## config.mk

```make
export PLATFORM = sky130hd
export DESIGN_NAME = idc_index_bank
export DESIGN_NICKNAME = d
export VERILOG_FILES = /design/src/rtl/idc_index_bank.sv
export SDC_FILE = /design/constraint.sdc
export NUM_CORES = 1
export LEC_CHECK = 0
export CORE_ASPECT_RATIO = 0.5
export CORE_UTILIZATION = 30
export CTS_CLUSTER_DIAMETER = 60
export DETAILED_ROUTE_END_ITERATION = 16
export GPL_TIMING_DRIVEN = 0
export SETUP_SLACK_MARGIN = 0.3
export SYNTH_ARGS = -nofsm -noshare
export SYNTH_HDL_FRONTEND = slang
export SYNTH_SLANG_ARGS = --single-unit
```

## constraint.sdc

```tcl
create_clock -name clock -period 10.1 [get_ports clock]
set_input_delay 3.03 -clock clock [delete_from_list [all_inputs] [get_ports clock]]
set_output_delay 3.03 -clock clock [all_outputs]
set_load 0.02 [all_outputs]
```

## src/rtl/idc_index_bank.sv

```systemverilog
// Bank of NUM_CH modulo index counters for the down-sampling datapath.
// One channel (or all, for broadcast clear) is updated per cycle from the instruction select field.
module idc_index_bank #(
    parameter int WIDTH      = 8,
    parameter int NUM_CH     = 4,
    parameter int INSTR_W    = 16,
    parameter int SEL_MSB    = 11,
    parameter int SEL_LSB    = 8,
    parameter int SEL_BASE   = 9,
    parameter int BCAST_CODE = 15
) (
    input  logic                      clock,
    input  logic                      resetn,
    input  logic [2:0]                idc_op,
    input  logic [INSTR_W-1:0]        instruction,
    input  logic [WIDTH-1:0]          load_value,
    output logic [NUM_CH*WIDTH-1:0]   idx_flat,
    output logic [NUM_CH-1:0]         wrap_pulse,
    output logic [NUM_CH-1:0]         at_limit,
    output logic [NUM_CH-1:0]         at_zero,
    output logic                      op_err
);

    localparam int SW = SEL_MSB - SEL_LSB + 1;
    localparam logic [SW-1:0] SEL_BASE_C = SW'(SEL_BASE);
    localparam logic [SW-1:0] SEL_TOP_C  = SW'(SEL_BASE + NUM_CH - 1);
    localparam logic [SW-1:0] BCAST_C    = SW'(BCAST_CODE);

    localparam logic [2:0] OP_HOLD   = 3'b000;
    localparam logic [2:0] OP_INC    = 3'b001;
    localparam logic [2:0] OP_DEC    = 3'b010;
    localparam logic [2:0] OP_CLEAR  = 3'b011;
    localparam logic [2:0] OP_LOAD   = 3'b100;
    localparam logic [2:0] OP_SETLIM = 3'b101;
    localparam logic [2:0] OP_STEP   = 3'b110;
    localparam logic [2:0] OP_RSVD   = 3'b111;

    logic [WIDTH-1:0] idx_r    [NUM_CH];
    logic [WIDTH-1:0] lim_r    [NUM_CH];
    logic [WIDTH-1:0] idx_nxt_s[NUM_CH];
    logic [WIDTH-1:0] lim_nxt_s[NUM_CH];
    logic [WIDTH:0]   sum_s    [NUM_CH];
    logic [NUM_CH-1:0] wrap_nxt_s;
    logic [NUM_CH-1:0] wrap_r;
    logic              op_err_r;

    logic [SW-1:0] field_s;
    logic [SW-1:0] sel_idx_s;
    logic          sel_valid_s;
    logic          is_hold_s;
    logic          bcast_clr_s;
    logic          err_nxt_s;

    assign field_s     = instruction[SEL_MSB:SEL_LSB];
    assign sel_valid_s = (field_s >= SEL_BASE_C) && (field_s <= SEL_TOP_C);
    assign sel_idx_s   = field_s - SEL_BASE_C;
    assign is_hold_s   = (idc_op == OP_HOLD) || (idc_op == OP_RSVD);
    assign bcast_clr_s = (field_s == BCAST_C) && (idc_op == OP_CLEAR);
    assign err_nxt_s   = !is_hold_s && !sel_valid_s && !bcast_clr_s;

    // Next-state computation for every channel; only the selected one changes.
    always_comb begin
        wrap_nxt_s = '0;
        for (int k = 0; k < NUM_CH; k++) begin
            idx_nxt_s[k] = idx_r[k];
            lim_nxt_s[k] = lim_r[k];
            sum_s[k]     = {1'b0, idx_r[k]} + {1'b0, load_value};
            if (bcast_clr_s) begin
                idx_nxt_s[k] = '0;
            end else if (sel_valid_s && (sel_idx_s == SW'(k))) begin
                case (idc_op)
                    OP_INC: begin
                        if (idx_r[k] == lim_r[k]) begin
                            idx_nxt_s[k]  = '0;
                            wrap_nxt_s[k] = 1'b1;
                        end else begin
                            idx_nxt_s[k] = idx_r[k] + WIDTH'(1);
                        end
                    end
                    OP_DEC: begin
                        if (idx_r[k] == '0) begin
                            idx_nxt_s[k]  = lim_r[k];
                            wrap_nxt_s[k] = 1'b1;
                        end else begin
                            idx_nxt_s[k] = idx_r[k] - WIDTH'(1);
                        end
                    end
                    OP_CLEAR:  idx_nxt_s[k] = '0;
                    OP_LOAD:   idx_nxt_s[k] = load_value;
                    OP_SETLIM: lim_nxt_s[k] = load_value;
                    OP_STEP: begin
                        // lim+1 is formed in WIDTH+1 bits so an all-ones limit wraps at 2^WIDTH.
                        if (sum_s[k] > {1'b0, lim_r[k]}) begin
                            idx_nxt_s[k]  = WIDTH'(sum_s[k] - ({1'b0, lim_r[k]} + (WIDTH+1)'(1)));
                            wrap_nxt_s[k] = 1'b1;
                        end else begin
                            idx_nxt_s[k] = sum_s[k][WIDTH-1:0];
                        end
                    end
                    default: begin
                        idx_nxt_s[k] = idx_r[k];
                    end
                endcase
            end else begin
                idx_nxt_s[k] = idx_r[k];
            end
        end
    end

    // Counter, limit and pulse registers.
    always_ff @(posedge clock or negedge resetn) begin
        if (!resetn) begin
            for (int k = 0; k < NUM_CH; k++) begin
                idx_r[k] <= '0;
                lim_r[k] <= '1;
            end
            wrap_r   <= '0;
            op_err_r <= 1'b0;
        end else begin
            for (int k = 0; k < NUM_CH; k++) begin
                idx_r[k] <= idx_nxt_s[k];
                lim_r[k] <= lim_nxt_s[k];
            end
            wrap_r   <= wrap_nxt_s;
            op_err_r <= err_nxt_s;
        end
    end

    for (genvar g = 0; g < NUM_CH; g++) begin : g_out
        assign idx_flat[g*WIDTH +: WIDTH] = idx_r[g];
        assign at_limit[g]                = (idx_r[g] == lim_r[g]);
        assign at_zero[g]                 = (idx_r[g] == '0);
    end

    assign wrap_pulse = wrap_r;
    assign op_err     = op_err_r;

endmodule

```

======== Word level (Yosys, flattened, before mapping) ========
Index checks and enable logic that the tools add are counted.
word-level totals
  register bits after elaboration ......... 69
  input bits .............................. 29
  output and inout bits ................... 45
  word-level logic and storage cells ...... 132
cells by class
  add/sub/neg operators ................... 21
  order comparisons ....................... 6
  eq/ne operators ......................... 15
  multiplexer cells ....................... 48
  bitwise operators ....................... 1
  reductions and logical operators ........ 31
operators by type and width
  cell                                                      count
  2-to-1 mux 8 bit                                          20
  one-hot mux 8 bit (5 select lines)                        4
  adder 8 x 1 -> 8 bit, second input constant               8
  adder 8 x 8 -> 9 bit                                      4
  greater-than comparator 9 x 8 -> 1 bit                    4
  == test 8 bit                                             4
  zero test 8 bit                                           4
  subtractor 8 x 1 -> 8 bit, second input constant          4
  subtractor 8 bit                                          4
  2-to-1 mux 1 bit                                          20
  == test 3 bit, second input constant                      4
  one-hot mux 1 bit (3 select lines)                        4
  AND reduction 3 bit                                       4
  == test 4 x 2 -> 1 bit, second input constant             2
  logical AND 1 bit                                         8
  AND reduction 2 bit                                       4
  nonzero test 2 bit                                        4
  == test 3 x 2 -> 1 bit, second input constant             2
  nonzero test 6 bit                                        1
  == test 4 x 1 -> 1 bit, second input constant             1
  == test 4 bit, second input constant                      1
  greater-or-equal comparator 4 bit, second input constant  1
  <= comparator 4 bit, second input constant                1
  zero test 4 bit                                           1
  6 further kinds                                           8

======== Depth between registers and ports, before layout ========
Gate-level depths: netlist of run 1.
  depth after elaboration ................. 6
  gate-level depth with buffers ........... 16
  depth with buffers taken out ............ 15

======== Worst setup path before layout of run 1 ========
OpenSTA, ideal clock, no wires.
  path kind ............................... input-to-reg
  start point ............................. in load_value[0]
  end point ............................... reg idx_r, in the netlist idx_flat[24]
  library setup time ...................... 131 ps
  arrival time ............................ 6155 ps
  required time ........................... 9969 ps
  path slack .............................. 3814 ps
  stages on the path ...................... 15
  path buffers ............................ 1
  cell sequence ........................... ha_1 -> fa_1 -> a211oi_1 -> nor2_1 -> o21a_1 -> nor2_1 -> xnor2_1 -> ha_1 -> a2111o_1 -> o211a_1 -> o32a_1 -> or2_0 -> clkbuf_2 -> a311oi_1 -> a21oi_1
on the way
  cells in the longest elaborated chain, start to end .. 6
  elaborated cells on any way between the ends .. 7
  those cells by class .................... add/sub: 2; order compare: 1; mux: 4
ends and longest elaborated chain
  what                                                                        line    source
  start, declared                                                             16      input logic [WIDTH-1:0] load_value,
  adder 8 x 8 -> 9 bit                                                        67      sum_s[k] = {1'b0, idx_r[k]} + {1'b0, load_value};
  subtractor 8 bit or greater-than comparator 9 x 8 -> 1 bit (tied branches)  94, 93
  2-to-1 mux 8 bit                                                            93      if (sum_s[k] > {1'b0, lim_r[k]}) begin
  one-hot mux 8 bit (5 select lines) (*)                                      71      case (idc_op)
  2-to-1 mux 8 bit (*)                                                        70      end else if (sel_valid_s && (sel_idx_s == SW'(k))) begin
  2-to-1 mux 8 bit (*)                                                        68      if (bcast_clr_s) begin
  end signal, assigned by index                                               121     idx_r[k] <= idx_nxt_s[k];
  end, declared                                                               38      logic [WIDTH-1:0] idx_r [NUM_CH];
Every way passes the cells marked *; elsewhere a longest branch is shown, timed or not. The select of a mux whose other input is x is not followed.
A chain may end at the register's enable or synchronous reset.

======== Worst setup path after layout of run 1 ========
  start point ............................. in load_value[1]
  end point ............................... reg idx_r, in the netlist idx_flat[0]
on the way
  cells in the longest elaborated chain, start to end .. 6
ends and longest elaborated chain
  what                                    line
  adder 8 x 8 -> 9 bit                    67
  greater-than comparator 9 x 8 -> 1 bit  93
  2-to-1 mux 8 bit                        93
  one-hot mux 8 bit (5 select lines)      71
  2-to-1 mux 8 bit                        70
  2-to-1 mux 8 bit                        68
No other way between the ends. The select of a mux whose other input is x is not followed.

==> results of run 1 <==
-- metal layers --
| metal | wire length [µm] | vias to the layer above | track usage, % |
|---|---|---|---|
| met5 | 0 | - | 0 |
| met4 | 678 | 0 | 6.010 |
| met3 | 2311 | 46 | 3.425 |
| met2 | 13590 | 356 | 33.58 |
| met1 | 14330 | 4261 | 29.94 |
| li1 | - | 4186 | - |
-- synthesized netlist by cell type, types with 5 or more instances --
cell type                  instances  share of area [%]
sky130_fd_sc_hd__a211oi_1         17                1.5
sky130_fd_sc_hd__a21o_1           15                1.3
sky130_fd_sc_hd__a21oi_1          74                4.4
sky130_fd_sc_hd__a221oi_1          5               0.52
sky130_fd_sc_hd__a22oi_1           6               0.53
sky130_fd_sc_hd__a31oi_1           8               0.59
sky130_fd_sc_hd__a32oi_1          20                2.1
sky130_fd_sc_hd__and3_1           15                1.1
sky130_fd_sc_hd__buf_2             6               0.36
sky130_fd_sc_hd__clkbuf_1         44                2.0
sky130_fd_sc_hd__dfrtp_1          37                 11
sky130_fd_sc_hd__dfstp_2          32                 10
sky130_fd_sc_hd__fa_1              8                1.9
sky130_fd_sc_hd__ha_1             80                 12
sky130_fd_sc_hd__inv_1            65                2.9
sky130_fd_sc_hd__mux2i_1           9                1.1
sky130_fd_sc_hd__nand2_1         115                5.1
sky130_fd_sc_hd__nand2b_1         11               0.82
sky130_fd_sc_hd__nand3_1          33                2.0
sky130_fd_sc_hd__nand3b_1          5               0.45
sky130_fd_sc_hd__nand4_1          11               0.82
sky130_fd_sc_hd__nor2_1           75                3.3
sky130_fd_sc_hd__nor2b_1          14                1.0
sky130_fd_sc_hd__nor3_1           26                1.5
sky130_fd_sc_hd__nor3b_1           8               0.71
sky130_fd_sc_hd__o211ai_1         12                1.1
sky130_fd_sc_hd__o21a_1            9               0.80
sky130_fd_sc_hd__o21ai_0         157                9.3
sky130_fd_sc_hd__o21ai_1           6               0.36
sky130_fd_sc_hd__o21bai_1          6               0.53
sky130_fd_sc_hd__o31ai_1           7               0.62
sky130_fd_sc_hd__or3_1             5               0.37
sky130_fd_sc_hd__xnor2_1          79                8.2
sky130_fd_sc_hd__xor2_1           20                2.1
-- power groups by stage --
stage / sequential, mW / combinational, mW / clock, mW
floorplan: 0.409 / 0.811 / 0
global placement: 0.410 / 1.11 / 0
detailed placement: 0.412 / 1.13 / 0
CTS: 0.407 / 1.13 / 0.353
global route: 0.415 / 1.26 / 0.363
finish: 0.409 / 1.15 / 0.352
-- sequential cells by signal, indices dropped and copies added, names as in the netlist --
register,count
lim_r,32
idx_flat,32
op_err,1
wrap_pulse,4
-- logic make-up (layout without fill, tap and decap cells) --
logic type / after synthesis / count (layout) / synth area share [%]
flops: 69 / 69 / 20.95
mux: 13 / 13 / 1.602
fa+ha+maj: 88 / 88 / 13.77
xor+xnor: 99 / 99 / 10.28
simple gates: 342 / 342 / 19.70
buf+inv: 125 / 200 / 5.979
compound gates: 381 / 381 / 27.72
-- worst max-delay path: cells and delay by family --
family          cells  cell delay, ps
simple gates        4             570
buf+inv             2            1560
compound gates      6            1590
fa+ha+maj           2            1110
-- final cells by class --
class,count,area share (%)
clock buffers,10,2.335
multi-input cells,923,62.84
inverters,67,2.565
flip-flops and latches,69,18.02
well taps,374,4.772
clock inverters,6,0.8932
plain buffers,58,2.578
repair buffers,59,5.997
-- cell usage in the layout (no fill, tap or decap), types with 26 or more instances in the layout --
master,count
sky130_fd_sc_hd__a21oi_1,74
sky130_fd_sc_hd__clkbuf_1,45
sky130_fd_sc_hd__clkdlybuf4s50_1,58
sky130_fd_sc_hd__dfrtp_1,37
sky130_fd_sc_hd__dfstp_2,32
sky130_fd_sc_hd__ha_1,80
sky130_fd_sc_hd__inv_1,65
sky130_fd_sc_hd__nand2_1,115
sky130_fd_sc_hd__nand3_1,33
sky130_fd_sc_hd__nor2_1,75
sky130_fd_sc_hd__nor3_1,26
sky130_fd_sc_hd__o21ai_0,157
sky130_fd_sc_hd__xnor2_1,79
-- through the flow --
step                hold WS (ps)  power [mW]  cells  util (%)  setup slack [ps]
floorplan                  501.4       1.220   1117         -              3814
global placement           538.2       1.516   1550     35.14              2259
detailed placement         536.7       1.538   1550     35.13              2204
CTS                        549.6       1.894   1566     36.30              2552
global route               582.1       2.035   1566     36.30              2214
finish                     546.2       1.910   1566     36.30              2464
-- how the worst max path moves through the flow --
stage,from,to
finish,load_value[1],idx_flat[0]
global route,load_value[1],idx_flat[1]
CTS,load_value[1],idx_flat[24]
detailed placement,load_value[1],idx_flat[24]
global placement,load_value[1],idx_flat[0]
floorplan,load_value[0],idx_flat[24]
==> summary.md, run 1 <==
The flow ran to the end, and the final reports show no timing, DRC or antenna violations. Traced cell by cell, the critical path runs through clkdlybuf4s50_1, fa_1, a211oi_1, o21ai_0, a22oi_1, ha_1, and4_1, a31oi_1, or2_1, a32o_1, clkbuf_1, nor3_1, o311ai_1, nand2_1. The routed design has 30910 µm of wire.

In the final layout, flip-flops and latches occupy 1767 µm². The analysis attributes to net switching a power of 880.2 µW. Number of inserted filler cells in the final layout: 2853.

Gates resized during post-CTS repair numbered 0. The total global routing overflow came out at 0. Buffers inserted to repair hold after CTS numbered 0. After synthesis the cells add up to 8433 µm². The worst path needs 7636 ps of the cycle, external delays included. The tool flagged a number of max-cap violations equal to 0. For this run, asynchronously set or reset flops after synthesis account for 100.0%.

After synthesis, the netlist uses 76 different library cells. The number of cells on the worst reg-to-reg path came out at 14. Class of the tightest hold or removal check: flop to flop. The logs give 1304 for the final layout net count and 1.030 mW for the internal power. Across the VDD grid, the largest voltage drop is 0.08690 mV.

The clock reaches the later pin of the worst-skew pair after 350 ps. The tools report the capture instance of the worst register-to-register path as idx_flat[0]. The logs give 0 for the final max-slew violation count and 7870 ps for the critical path data arrival time. After clock tree synthesis, the clock-pin slew on the worst setup and hold paths is 60 ps. Yosys mapped a number of flops with a built-in enable equal to 0.

In the synthesized netlist the dominant register cell turns out to be sky130_fd_sc_hd__dfrtp_1. The initial utilization of the core area, before any placement, comes to 31.22%. For the pin with the worst max-slew slack, the measured transition is 1257 ps. The worst hold path passes through 2 cells. TritonCTS built the clock tree. After routing, the total negative slack on setup checks comes to 0 ps. The tools report the number of search-and-repair iterations in the first detailed-routing pass as 6. Setup repair after global routing left no endpoint under its margin. The run gives 18.4% as the power share of the clock group. Headroom to the max-slew limit came out at 16.23%. Once detailed placement completed, the half-perimeter wirelength came to 23510 µm. The logs give 8247 for the number of global-route vias before repair and 0 for the number of antenna violations at the first check in global routing. Summing all placed instances gives a cell area of 9489 µm². The number of nets handed over by synthesis was 1234. The endpoint kind of the worst setup timing path is a flop. The post-route antenna net violation count came out at 0. For this run, the top clock speed supported by timing is 131.0 MHz. In this run the number of H-tree levels came out at 3. The run gives 9806 µm² as the final standard cell area without fillers. The footprint of the multi-input gates is 6162 µm².

The tools report the root buffer cell as sky130_fd_sc_hd__clkbuf_16. In this run the core area contains 42 standard-cell rows. The post-route fraction of the period consumed by the critical path came out at 75.61%. The detailed-route DRC error count was 0.

The run gives 21.4% as the register share of total power. In this run, the combinational gates consume 60.1% of the power. Net switching is 46.08% of the power. The post-CTS setup repair buffer count was 0; the floorplan die height was 120.6 µm. The top-level I/O count was 74; the number of cells produced by synthesis was 1117. The count of input and output buffers was 59; the routed length per placed instance was 19.74 µm. The synthesized area divided by synthesized cell count works out to 7.550 µm².

The highest fanout seen on the critical path is 13. The worst setup path is launched from an input pin. The kind of critical path was input pin to flop.

The areal power density over the cells is 194.8 nW/µm². The tools report the startpoint of the most critical hold path as lim_r[28]. The final weighted congestion in routability-driven placement is 0.9481, and the area growth from synthesis to layout is 16.28%. The slowest stage of the critical path is the sky130_fd_sc_hd__clkdlybuf4s50_1 cell. The run gives 906 as the detailed router's first-iteration violation count. Setup violations remaining at the end of the flow were counted as 0. The logs give 0 for the number of warning messages in the yosys log and 27010 µm² for the area of the core region. After synthesis the netlist holds a flip-flop and latch count of 69. The maximum number of buffers from clock root to sink is 2.

The logs give 8849 for the total vias in the final route and 9 for the total clock buffers created by CTS. The logs give 5850 ps for the flop-to-flop setup slack and 21.31% for the total global routing track utilization. The path with the worst hold slack has its endpoint at lim_r[28]. The worst register-to-register path begins at idx_flat[0]. Of the synthesized area, sequential elements account for 20.95%. Data on the critical path is required at its endpoint by 10340 ps.

Share of final-layout standard cells stronger than drive strength 1: 6.124%. For this design the static power due to leakage is 4.007 nW. The number of antenna diodes in the final layout is 0. The final-report hold violation count came out at 0. Clock tree synthesis found a total of 69 sinks. The first global-routing pass estimated 47150 µm of wire. The run gives 28830 µm² as the die outline area. Using the TritonRoute via totals, the vias-per-cell ratio works out to 5.651. The width of the die was 239.1 µm; the largest clock skew in the final design was 8.434 ps.

The largest net degree at the start of global routing is 70, and the delay of the slowest cell on the worst path is 1050 ps.
No activity file was read; power rests on OpenSTA's default activity.
==> inputs of run 2 (changes only) <==
clock period = 7.59 ns   (was 10.1 ns; I/O delays follow)
==> results of run 2 <==
Same layout as run 1 (identical final DEF). Status: complete, no violations.
Among the figures that moved: setup slack after placement 2204 ps -> 447.1 ps; setup slack after layout 2464 ps -> 706.6 ps; register-to-register setup slack 5850 ps -> 3340 ps; total power 1.910 mW -> 2.542 mW; worst IR drop on VDD 0.08690 mV -> 0.1156 mV
==> inputs of run 3 (changes only) <==
CORE_MARGIN = 5   (was not set)
==> summary.md, run 3 (same netlist as run 1, synthesis figures left out) <==
The run finished with clean final reports. The post-placement cell count was 1558 (+0.52%). The completed layout was analyzed and its total power is 2.471 mW. The logs give 9771 µm² (-0.36%) for the final standard cell area without fillers and 795.3 ps for the final worst setup slack.

TritonCTS built the clock tree. The final max-slew violation count was 0 (unchanged); the number of inserted filler cells in the final layout was 2897 (+1.5%). The routed wire length is 30690 µm (-0.71%), and the estimated wirelength of the detail-placed design is 23300 µm (-0.92%). The cell sitting at the root of the clock tree is a sky130_fd_sc_hd__clkbuf_16.

The delay of the slowest cell on the worst path came out at 1000 ps (-50 ps). Class of the tightest hold or removal check: flop to flop. The logs give 2 (unchanged) for the maximum number of buffers from clock root to sink and 23.73% (+7.5 points) for the worst-case headroom to the max-slew limit. Clock-pin slew reported for the worst setup and hold paths after clock tree synthesis: 60 ps (about the same). The post-detailed-placement cell area came out at 9499 µm² (+0.11%). Most common library cell in the layout ignoring fill and taps: sky130_fd_sc_hd__o21ai_0.

The area growth from synthesis to layout came out at 15.86%. The row count was 43 (+2.4%). The run gives 6162 µm² (unchanged) as the footprint of the multi-input gates. Walking the worst path, the cells encountered are clkdlybuf4s50_1, fa_1, a211oi_1, nor2_1, o21a_1, nor2_1, xnor2_1, ha_1, a2111o_1, o211a_1, o32a_1, or2_0, clkbuf_2, o21ai_0, o21ai_0. Areal power density over the cells: 252.9 nW/µm². The final layout net count was 1304 (unchanged); the routed length per placed instance was 19.50 µm (-1.2%).

The detailed-route DRC error count was 0 (unchanged); the share of final-layout standard cells stronger than drive strength 1 was 6.040% (-0.084 points). Floorplan die height: 128.6 µm (+6.6%). The path with the worst hold slack has its endpoint at lim_r[26]. The initial core utilization came out at 30.44% (-0.79 points).

The transition time of the tightest slew-check pin works out to 1144 ps (-112.5 ps). The tools report the die outline area as 31770 µm² (+10%). The total setup violations reported at the end of the flow was 0 (unchanged). Number of non-filler instances in the completed layout: 1574 (+0.51%). The CTS sink count is 69 (unchanged). For the total vias in the final route, the log shows 8854 (+0.057%). STA puts the critical path data required time at 7800 ps. Final weighted congestion in routability-driven placement: 0.9293 (-2.0%). The logs give 3 (unchanged) for the H-tree depth and 0 (unchanged) for the number of hold buffers added after cts. The count of max-cap constraint violations was 0 (unchanged). The run gives 0.1146 mV as the largest voltage drop on the vdd net. In the finished design, the share of the clock period the worst path needs comes to 89.52%. The total clock buffers created by CTS was 9 (unchanged); the area of the core region was 27710 µm² (+2.6%). The tools report the wire length of the first global-routing pass as 47540 µm (+0.84%). The tools report the number of search-and-repair iterations in the first detailed-routing pass as 7 (+1).

The tools report the detailed router's first-iteration violation count as 1223 (+35%). The final-report hold violation count is 0 (unchanged). The final cell utilization of the core came out at 35.26% (-1.0 points). The tools report the number of inserted diodes as 0 (unchanged). The post-route antenna net violation count is 0 (unchanged).

Timing analysis after detailed placement gives a worst setup slack of 454.0 ps. The post-cts sizing count was 0 (unchanged). The start of the worst register-to-register path is idx_flat[24]. In this run the most critical hold path is launched from lim_r[26]. The logs give 74 (unchanged) for the top-level I/O count and 3390 ps for the flop-to-flop setup slack. The count of input and output buffers is 59 (unchanged), and the worst-case hold slack is 549.7 ps (+3.483 ps). Insertion delay of the later-clocked pin in the worst-skew pair: 350 ps (about the same).

Counting I/O delays and the setup requirement, the final critical path takes 6795 ps. For this run, the top clock speed supported by timing is 147.2 MHz. The capture instance of the worst register-to-register path was idx_flat[26]. The critical path launch point type is an input pin. The number of cells on the worst reg-to-reg path is 15 (+1).

The total global routing track utilization was 19.03% (-2.3 points); the leakage power summed over all cells was 3.991 nW (-0.40%). Largest clock skew in the final design: 10.91 ps (+2.480 ps). The number of antenna violations at the first check in global routing is 0 (unchanged). For the total global routing overflow, the log shows 0 (unchanged). The largest net degree at the start of global routing came out at 70 (unchanged). Highest fanout seen on the critical path: 13 (unchanged).

The tools report the endpoint kind of the worst setup timing path as a flop. The post-detailed-route via-to-cell ratio was 5.625 (-0.45%); the area taken by flip-flops and latches was 1767 µm² (unchanged). The number of cells on the worst hold path was 2 (unchanged). The number of global-route vias before repair was 8342 (+1.2%).

In the layout the commonest cells are 157 x sky130_fd_sc_hd__o21ai_0, 115 x sky130_fd_sc_hd__nand2_1, 80 x sky130_fd_sc_hd__ha_1, 79 x sky130_fd_sc_hd__xnor2_1, 75 x sky130_fd_sc_hd__nor2_1. The post-CTS setup repair buffer count was 0 (unchanged); the critical path data arrival time was 7000 ps. The tools report the final sum of negative setup slack as 0 ps (unchanged). On the critical path, the stage with the largest delay is an instance of sky130_fd_sc_hd__clkdlybuf4s50_1.

The critical path is of the input pin to flop type. Setup repair after global routing left no endpoint under its margin. The width of the die was 247.1 µm (+3.3%).
## run 3: routing by layer
layer	wire length [µm]	part of all wire [%]	GRT usage, %
met2	13580	44	30.29
met1	13590	44	26.02
met3	2516	8.2	3.487
met5	0	0	0
met4	1005	3.3	6.949
## run 3: worst max path at each step
| stage | cells past startpoint | slack [ps] | startpoint | endpoint |
|---|---|---|---|---|
| after floorplan | 15 | 2060 | load_value[0] | idx_flat[24] |
| after global placement | 15 | 520 | load_value[1] | idx_flat[26] |
| after detailed placement | 15 | 450 | load_value[1] | idx_flat[26] |
| after CTS | 15 | 820 | load_value[1] | idx_flat[24] |
| after global routing | 14 | 540 | load_value[1] | idx_flat[0] |
| final | 15 | 800 | load_value[1] | idx_flat[26] |
## run 3: power by group
part	internal, mW	switching [mW]
Clock	0.229	0.169
Sequential	0.454	0.0879
Combinational	0.629	0.901
Total	1.31	1.16
## run 3: critical path: cells and delay by family
| family | cells | cell delay (ps) |
|---|---|---|
| XOR/XNOR | 1 | 200 |
| AND/OR/NAND/NOR | 3 | 450 |
| adder cells (fa/ha/maj) | 2 | 1100 |
| AO/OA/AOI/OAI | 7 | 1780 |
| buffers and inverters | 2 | 1170 |
## run 3: layout make-up
type | instances | area share, %
clock inverter | 4 | 0.2561
timing repair buffer | 59 | 6.019
tap | 382 | 4.892
multi-input combinational | 923 | 63.07
sequential | 69 | 18.08
clock buffer | 12 | 2.523
inverter | 67 | 2.574
buffer | 58 | 2.587
